`config.mk`:
```
export PLATFORM = sky130hd
export DESIGN_NAME = alex_spi_ctrl
export DESIGN_NICKNAME = d
export VERILOG_FILES = /design/src/rtl/alex_spi_ctrl_pkg.sv /design/src/rtl/spi_halfclk_timer.sv /design/src/rtl/alex_spi_ctrl.sv
export SDC_FILE = /design/constraint.sdc
export NUM_CORES = 1
export LEC_CHECK = 0
export CORE_ASPECT_RATIO = 0.6
export CORE_UTILIZATION = 50
export DETAILED_ROUTE_END_ITERATION = 7
export GPL_TIMING_DRIVEN = 0
export PLACE_DENSITY = 0.71
export SETUP_SLACK_MARGIN = 0.1
export SLEW_MARGIN = 20
export SYNTH_ARGS = -nofsm -noshare
export SYNTH_HDL_FRONTEND = slang
export SYNTH_SLANG_ARGS = --single-unit
```
`constraint.sdc`:
```
create_clock -name clock -period 4.8 [get_ports clock]
set_input_delay 0.48 -clock clock [delete_from_list [all_inputs] [get_ports clock]]
set_output_delay 0.48 -clock clock [all_outputs]
set_load 0.01 [all_outputs]
```
`src/rtl/alex_spi_ctrl_pkg.sv`:
```
// Shared Alex definitions: serial word layout and SPI sequencer state encoding.
// The TX-side filter controller uses the same word layout.
package alex_spi_ctrl_pkg;

  localparam int ALEX_WORD_W = 16;
  localparam int BIT_TX      = 15;
  localparam int BIT_ATT_LO  = 13;
  localparam int BIT_HPF_LO  = 7;
  localparam int BIT_LPF_LO  = 0;

  typedef enum logic [2:0] {
    ST_IDLE,
    ST_LOW,
    ST_HIGH,
    ST_LATCH,
    ST_GAP
  } state_t;

  function automatic logic [ALEX_WORD_W-1:0] pack_word(
    input logic       tx,
    input logic [1:0] atten,
    input logic [5:0] hpf,
    input logic [6:0] lpf
  );
    logic [ALEX_WORD_W-1:0] w;
    w = '0;
    w[BIT_TX]            = tx;
    w[BIT_ATT_LO +: 2]   = atten;
    w[BIT_HPF_LO +: 6]   = hpf;
    w[BIT_LPF_LO +: 7]   = lpf;
    return w;
  endfunction

endpackage

```
`src/rtl/spi_halfclk_timer.sv`:
```
// Half-period timer: loadable down-counter, terminal pulse at zero and a
// one-cycle-early pulse so callers can register outputs for the final cycle.
module spi_halfclk_timer #(
  parameter int CLK_DIV = 4
) (
  input  logic clock,
  input  logic reset_n,
  input  logic i_load,
  output logic o_tc,
  output logic o_pre_tc
);

  logic [7:0] r_cnt;

  always_ff @(posedge clock or negedge reset_n) begin
    if (!reset_n) begin
      r_cnt <= '0;
    end else if (i_load) begin
      r_cnt <= 8'(CLK_DIV - 1);
    end else if (r_cnt != 8'd0) begin
      r_cnt <= r_cnt - 8'd1;
    end
  end

  assign o_tc     = (r_cnt == 8'd0);
  assign o_pre_tc = (r_cnt == 8'd1);

endmodule

```
`src/rtl/alex_spi_ctrl.sv`:
```
// Alex filter/attenuator serial loader: resends the control word whenever it
// changes or a refresh is requested, one transfer at a time.
//
//   state    | meaning
//   ---------+----------------------------------------------------------
//   ST_IDLE  | waiting for a changed word or a latched refresh
//   ST_LOW   | SPI_clock low, current MSB presented on SPI_data
//   ST_HIGH  | SPI_clock high, data held across the Alex rising edge
//   ST_LATCH | SPI_load high to transfer the chain into output registers
//   ST_GAP   | all SPI lines low; done on the final cycle
module alex_spi_ctrl
  import alex_spi_ctrl_pkg::*;
#(
  parameter int CLK_DIV = 4,
  parameter int WORD_W  = ALEX_WORD_W
) (
  input  logic       clock,
  input  logic       reset_n,
  input  logic [5:0] HPF,
  input  logic [6:0] LPF,
  input  logic [1:0] atten,
  input  logic       tx,
  input  logic       refresh,
  output logic       SPI_clock,
  output logic       SPI_data,
  output logic       SPI_load,
  output logic       busy,
  output logic       done
);

  localparam logic [3:0] LAST_BIT = 4'(WORD_W - 1);

  state_t            r_state;
  logic [WORD_W-1:0] r_word;
  logic [WORD_W-1:0] r_last;
  logic [WORD_W-1:0] r_shift;
  logic [3:0]        r_bit;
  logic              r_pend;
  logic              r_primed;

  logic [WORD_W-1:0] w_word;
  logic              w_req;
  logic              w_start;
  logic              w_tmr_load;
  logic              w_tc;
  logic              w_pre_tc;

  assign w_word = pack_word(tx, atten, HPF, LPF);

  // Word changes are judged at IDLE exit so a change-and-revert costs nothing;
  // r_primed holds off the first decision until r_word holds live inputs.
  assign w_req      = r_primed && (r_pend || (r_word != r_last));
  assign w_start    = (r_state == ST_IDLE) && w_req;
  assign w_tmr_load = (r_state == ST_IDLE) || w_tc;

  spi_halfclk_timer #(
    .CLK_DIV (CLK_DIV)
  ) u_timer (
    .clock    (clock),
    .reset_n  (reset_n),
    .i_load   (w_tmr_load),
    .o_tc     (w_tc),
    .o_pre_tc (w_pre_tc)
  );

  // A refresh arriving on the start cycle itself wins and earns a resend.
  always_ff @(posedge clock or negedge reset_n) begin
    if (!reset_n) begin
      r_word   <= '0;
      r_pend   <= 1'b1;
      r_primed <= 1'b0;
    end else begin
      r_word   <= w_word;
      r_pend   <= refresh | (r_pend & ~w_start);
      r_primed <= 1'b1;
    end
  end

  always_ff @(posedge clock or negedge reset_n) begin
    if (!reset_n) begin
      r_state   <= ST_IDLE;
      r_shift   <= '0;
      r_last    <= '0;
      r_bit     <= '0;
      SPI_clock <= 1'b0;
      SPI_data  <= 1'b0;
      SPI_load  <= 1'b0;
      busy      <= 1'b0;
      done      <= 1'b0;
    end else begin
      done <= (r_state == ST_GAP) && w_pre_tc;
      case (r_state)
        ST_IDLE: begin
          if (w_req) begin
            r_state   <= ST_LOW;
            r_shift   <= r_word;
            r_last    <= r_word;
            r_bit     <= '0;
            SPI_clock <= 1'b0;
            SPI_data  <= r_word[WORD_W-1];
            busy      <= 1'b1;
          end
        end
        ST_LOW: begin
          if (w_tc) begin
            r_state   <= ST_HIGH;
            SPI_clock <= 1'b1;
          end
        end
        ST_HIGH: begin
          if (w_tc) begin
            r_shift   <= {r_shift[WORD_W-2:0], r_shift[WORD_W-1]};
            SPI_clock <= 1'b0;
            if (r_bit == LAST_BIT) begin
              r_state  <= ST_LATCH;
              SPI_data <= 1'b0;
              SPI_load <= 1'b1;
            end else begin
              r_state  <= ST_LOW;
              r_bit    <= r_bit + 4'd1;
              SPI_data <= r_shift[WORD_W-2];
            end
          end
        end
        ST_LATCH: begin
          if (w_tc) begin
            r_state  <= ST_GAP;
            SPI_load <= 1'b0;
          end
        end
        ST_GAP: begin
          if (w_tc) begin
            r_state <= ST_IDLE;
            busy    <= 1'b0;
          end
        end
        default: r_state <= ST_IDLE;
      endcase
    end
  end

endmodule

```
Word-level counts from Yosys, hierarchy flattened:

Cells that the tools add are included.

* reductions and logical operators: 20
* $add $sub $neg: 2
* muxes and demuxes: 29
* equality and inequality tests: 14
* bitwise operators: 3

Operators with widths (count)
* 2-to-1 mux 16 bit: 2
* one-hot mux 16 bit (2 select lines): 1
* 2-to-1 mux 8 bit: 2
* != test 16 bit: 1
* 2-to-1 mux 3 bit: 5
* one-hot mux 3 bit (5 select lines): 1
* != test 2 bit, second input constant: 7
* 2-to-1 mux 4 bit: 3
* AND reduction 4 bit: 3
* 2-to-1 mux 1 bit: 9
* equality test 8 x 1 -> 1 bit, second input constant: 1
* logical NOT 8 bit: 1
* one-hot mux 4 bit (2 select lines): 1
* nonzero test 2 bit: 4
* nonzero test 8 bit: 1
* subtractor 8 x 1 -> 8 bit, second input constant: 1
* equality test 3 x 2 -> 1 bit, second input constant: 2
* one-hot mux 1 bit (2 select lines): 3
* AND reduction 3 bit: 2
* AND reduction 5 bit: 1
* adder 4 x 1 -> 4 bit, second input constant: 1
* equality test 4 bit, second input constant: 1
* equality test 3 x 1 -> 1 bit, second input constant: 1
* equality test 3 bit, second input constant: 1
* 10 further kinds: 13

* flip-flop bits (word level): 70
* word-level logic and storage cells: 81
* output and inout port bits: 5
* input port bits: 19

Depth between registers and ports, before layout:

* depth in word-level cells: 7
* mapped depth: 8
* gate-level depth less buffers: 7

Cells and area by module:

Synthesis repeated with hierarchy kept, for this count alone.

* cells, all modules: 277
* area, all modules: 3149.3 µm²

By module, submodules not included
* alex_spi_ctrl: cells each 228, times used 1, area an instance 2690.1 µm², seq. area each 1552.7 µm²
* spi_halfclk_timer: cells each 49, times used 1, area an instance 459.2 µm², seq. area each 200.2 µm²

Worst setup path after synthesis:

OpenSTA, ideal clock, no wires.

* kind: reg2reg
* start point: register u_timer.r_cnt[0]
* end point: register r_shift[10]
* cell stages (with the launch flop): 8
* setup slack: 2852 ps
* clock period less this slack: 1948 ps
* path buffers: 1
* arrival time: 1816 ps
* required time: 4669 ps
* library setup time: 131 ps
* cells stage by stage: dfrtp_1 -> inv_1 -> ha_1 -> nor3b_1 -> nand3_4 -> buf_6 -> and4_1 -> or3_1

* longest elaborated chain between the ends: 3

RTL lines
* from (decl): line spi_halfclk_timer.sv:13 `logic [7:0] r_cnt;`
* from (signal assigned): line spi_halfclk_timer.sv:19 `r_cnt <= 8'(CLK_DIV - 1);`
* from (signal assigned): line spi_halfclk_timer.sv:21 `r_cnt <= r_cnt - 8'd1;`
* logical NOT 8 bit: line spi_halfclk_timer.sv:25 `assign o_tc = (r_cnt == 8'd0);`
* != test 2 bit (no line)
* AND reduction 3 bit (no line)
* to (signal assigned): line alex_spi_ctrl.sv:96 `r_shift <= r_word;`
* to (signal assigned): line alex_spi_ctrl.sv:112 `r_shift <= {r_shift[WORD_W-2:0], r_shift[WORD_W-1]};`
* to (decl): line alex_spi_ctrl.sv:36 `logic [WORD_W-1:0] r_shift;`

No other way between the ends.
A chain may end at the register's enable or synchronous reset.

Worst setup path after layout:

* start point: register r_word[13]
* end point: register r_last[13]

* longest elaborated chain between the ends: 4

RTL lines
* from (decl): line alex_spi_ctrl.sv:34 `logic [WORD_W-1:0] r_word;`
* from (signal assigned): line alex_spi_ctrl.sv:73 `r_word <= w_word;`
* != test 16 bit: line alex_spi_ctrl.sv:52 `assign w_req = r_primed && (r_pend || (r_word != r_last));`
* logical OR 1 bit: line alex_spi_ctrl.sv:52
* logical AND 1 bit: line alex_spi_ctrl.sv:52
* AND reduction 2 bit (no line)
* to (signal assigned): line alex_spi_ctrl.sv:97 `r_last <= r_word;`
* to (decl): line alex_spi_ctrl.sv:35 `logic [WORD_W-1:0] r_last;`

Parallel ways exist; a longest one is shown, timed or not.

==> flow_summary.yaml <==
status:
  status: "complete, no violations"
die:
  rows: 23
  ioPinCount: 24
  core_sq_um: 6680
  die_w_microns: 109
  die_y_microns: 66.3
  start_util_pct: 51.6
  die-area_sq_um: 7240
sta:
  period_needed_ns: 2.24
  slew_headroom_pct: 59.3
  max_slew.worst_pin.slew_ns: 0.607
  grt_setup_unrepaired: "false"
  setup-tns-final_ns: 0
  skew_ns: 0.00551
  drv_slew: 0
  setup_viol: 0
  report.final.hold_viol_count: 0
  fmax_mhz: 446
  timing.final.crit_share_pct: 46.7
clock_network:
  cts_tree: "built"
  htreeDepth: 3
  clkTransAtPathRegs_ns: 0.06
  clk_latency_ns: 0.32
  cts_setup_buffers: 0
  cts-root-buf: "clkbuf_16"
  numCtsBuffers: 9
  cts-hold-fix-buffers: 1
  cts_buffer_depth: 2
  post_cts_resized: 0
  cts_sinks: 70
worst_setup_path:
  critical_path_class: "flip-flop to flip-flop"
  startpoint_type: "flip-flop"
  rrSetupSlack_ns: 2.56
  arrival_ns: 2.44
  ff2ff_path_depth: 6
  cp_max_fo: 10
  required_ns: 5.00
  critPathCaptureType: "flip-flop"
  reg2reg_from: "r_word[13]$_DFF_PN0_"
  r2r_end: "r_last[13]$_DFFE_PN0P_"
  startpoint: "r_word[13]$_DFF_PN0_"
  critPathCapture: "r_last[13]$_DFFE_PN0P_"
synth:
  async_flop_share_pct: 100
  yosysSeqAreaShare_pct: 50.9
  syn-num-nets: 353
  syn_area_per_cell_sq_um: 10.4
  synthCells: 330
  yosys_register_bits: 70
  yosysWarningCount: 0
  ys.flop_type: "dfrtp_1"
  synth_area_sq_um: 3440
  synth.distinct_cells: 45
  synth-edff-count: 0
grt:
  grt_max_degree: 59
  grt_remaining_overflow: 0
  grt_pass1_wl_microns: 12400
  grt_pass1_vias: 2434
  antenna_found_initial: 0
  track_usage_pct: 23.4
detailed_routing:
  drt-pass1-iter-count: 4
  vias_per_cell: 5.62
  ant_nets: 0
  wl_microns: 7450
  via_count: 2574
  post_drt_wl_per_cell_microns: 16.3
  drc: 0
  drtIter0Drc: 183
min_path:
  holdPathStages: 2
  hold_path.class: "flip-flop to flip-flop"
flow_run:
  max_cap_violations: 0
finish:
  drive_above_1_share_pct: 11.6
  area_growth_pct: 18.9
  layout_commonest_cell: "dfrtp_1"
  n_antenna_cell: 0
  stdcell_area_sq_um: 4100
  nets: 389
  final_cell_mix: "dfrtp_1 (69), nand3_1 (38), nand2_1 (32), nor2_1 (29), clkdlybuf4s50_1 (22)"
power_and_ir_drop:
  p_leak_nw: 1.75
  p_per_area_nw_per_um2: 544
  power_mw: 2.23
  ir_worst_vdd_mv: 0.260
place:
  placement.cell_area_sq_um: 3810
  dp_hpwl_microns: 5230
  gp_congestion: 0.811
  portBuffers: 23
sequential cells by signal (all words and copies together), names as in the netlist, 3 cells and up:
| signal | count |
|---|---|
| r_state | 3 |
| r_bit | 4 |
| r_word | 16 |
| u_timer.r_cnt | 8 |
| r_shift | 16 |
| r_last | 16 |
cell families after synthesis:
family,Yosys count,synth area share [%]
multiplexers,13,4.25
other,1,0.109
adder cells (fa/ha/maj),4,1.45
AND/OR/NAND/NOR,161,26.6
buffers and inverters,24,3.74
flip-flops,70,50.9
AO/OA/AOI/OAI,34,7.12
XOR/XNOR,23,5.85
routing by layer:
| metal | vias to the layer above | track usage [%] | part of all wire [%] |
|---|---|---|---|
| met5 | - | 0 | 0 |
| met4 | 0 | 6.93 | 0.91 |
| met3 | 9 | 5.52 | 5.9 |
| met2 | 63 | 33.1 | 42 |
| met1 | 1247 | 35.2 | 51 |
| li1 | 1255 | - | - |
worst max-delay path, stage by stage (launching register included):
cell and delay, ns:
dfrtp_1 0.43, xnor2_1 0.19, nand4_1 0.16, nor3_2 0.50
a21oi_4 0.23, buf_2 0.26, mux2_1 0.34
worst min-delay path by stage:
stage / startpoint / slack, ns / endpoint
floorplan: reset_n / 0.18 / SPI_clock$_DFFE_PN0P_
global placement: r_last[2]$_DFFE_PN0P_ / 0.48 / r_last[2]$_DFFE_PN0P_
detailed placement: reset_n / 0.34 / r_word[8]$_DFF_PN0_
CTS: r_last[2]$_DFFE_PN0P_ / 0.50 / r_last[2]$_DFFE_PN0P_
global route: r_last[0]$_DFFE_PN0P_ / 0.53 / r_last[0]$_DFFE_PN0P_
finish: r_last[2]$_DFFE_PN0P_ / 0.50 / r_last[2]$_DFFE_PN0P_
power by group:
part           total (mW)  internal, mW  switching [mW]
Combinational       0.689         0.336           0.353
Clock               0.604         0.352           0.252
Sequential          0.935         0.783           0.151
synthesized netlist by cell type (2+ instances only):
master    instances  area [sq um]
nor3_1            3          15.0
nor3_2            2          20.0
o21ai_1           3          15.0
nand3_1          38           190
nor4_1            2          12.5
xor2_1            4          35.0
nand2_1          32           120
o211ai_1         16           120
o21ai_0           2          10.0
dfrtp_1          69          1730
clkbuf_1          5          18.8
nand4_1           8          50.1
mux2_1           13           146
buf_4             3          22.5
nor3b_1           2          15.0
buf_2            10          50.1
a21oi_1           3          15.0
buf_6             2          22.5
inv_1             4          15.0
xnor2_1          19           166
nand2b_1          2          12.5
ha_1              4          50.1
nor2_1           29           109
a31oi_1           3          18.8
and4_1           16           140
or3_1            16           100
a211oi_1          2          15.0
layout make-up:
| class | instances | area [sq um] |
|---|---|---|
| fillers | 544 | 2580 |
| flip-flops and latches | 70 | 1750 |
| multi-input cells | 236 | 1560 |
| repair buffers | 25 | 265 |
| clock buffers | 10 | 229 |
| plain buffers | 20 | 114 |
| well taps | 87 | 109 |
| clock inverters | 6 | 47.5 |
| inverters | 4 | 15.0 |
stage by stage:
| step | worst slack (ns) | hold slack, ns | util (%) | cells |
|---|---|---|---|---|
| 2_1_floorplan | 2.85 | 0.184 | - | 330 |
| 4_1_cts | 2.54 | 0.498 | 61.3 | 458 |
| 5_1_grt | 2.32 | 0.526 | 61.3 | 458 |
| 3_3_place_gp | 0.865 | 0.479 | 56.7 | 440 |
| 6_report | 2.56 | 0.498 | 61.3 | 458 |
| 3_5_place_dp | 2.61 | 0.345 | 57.0 | 441 |
(Power assumes the default switching activity.)
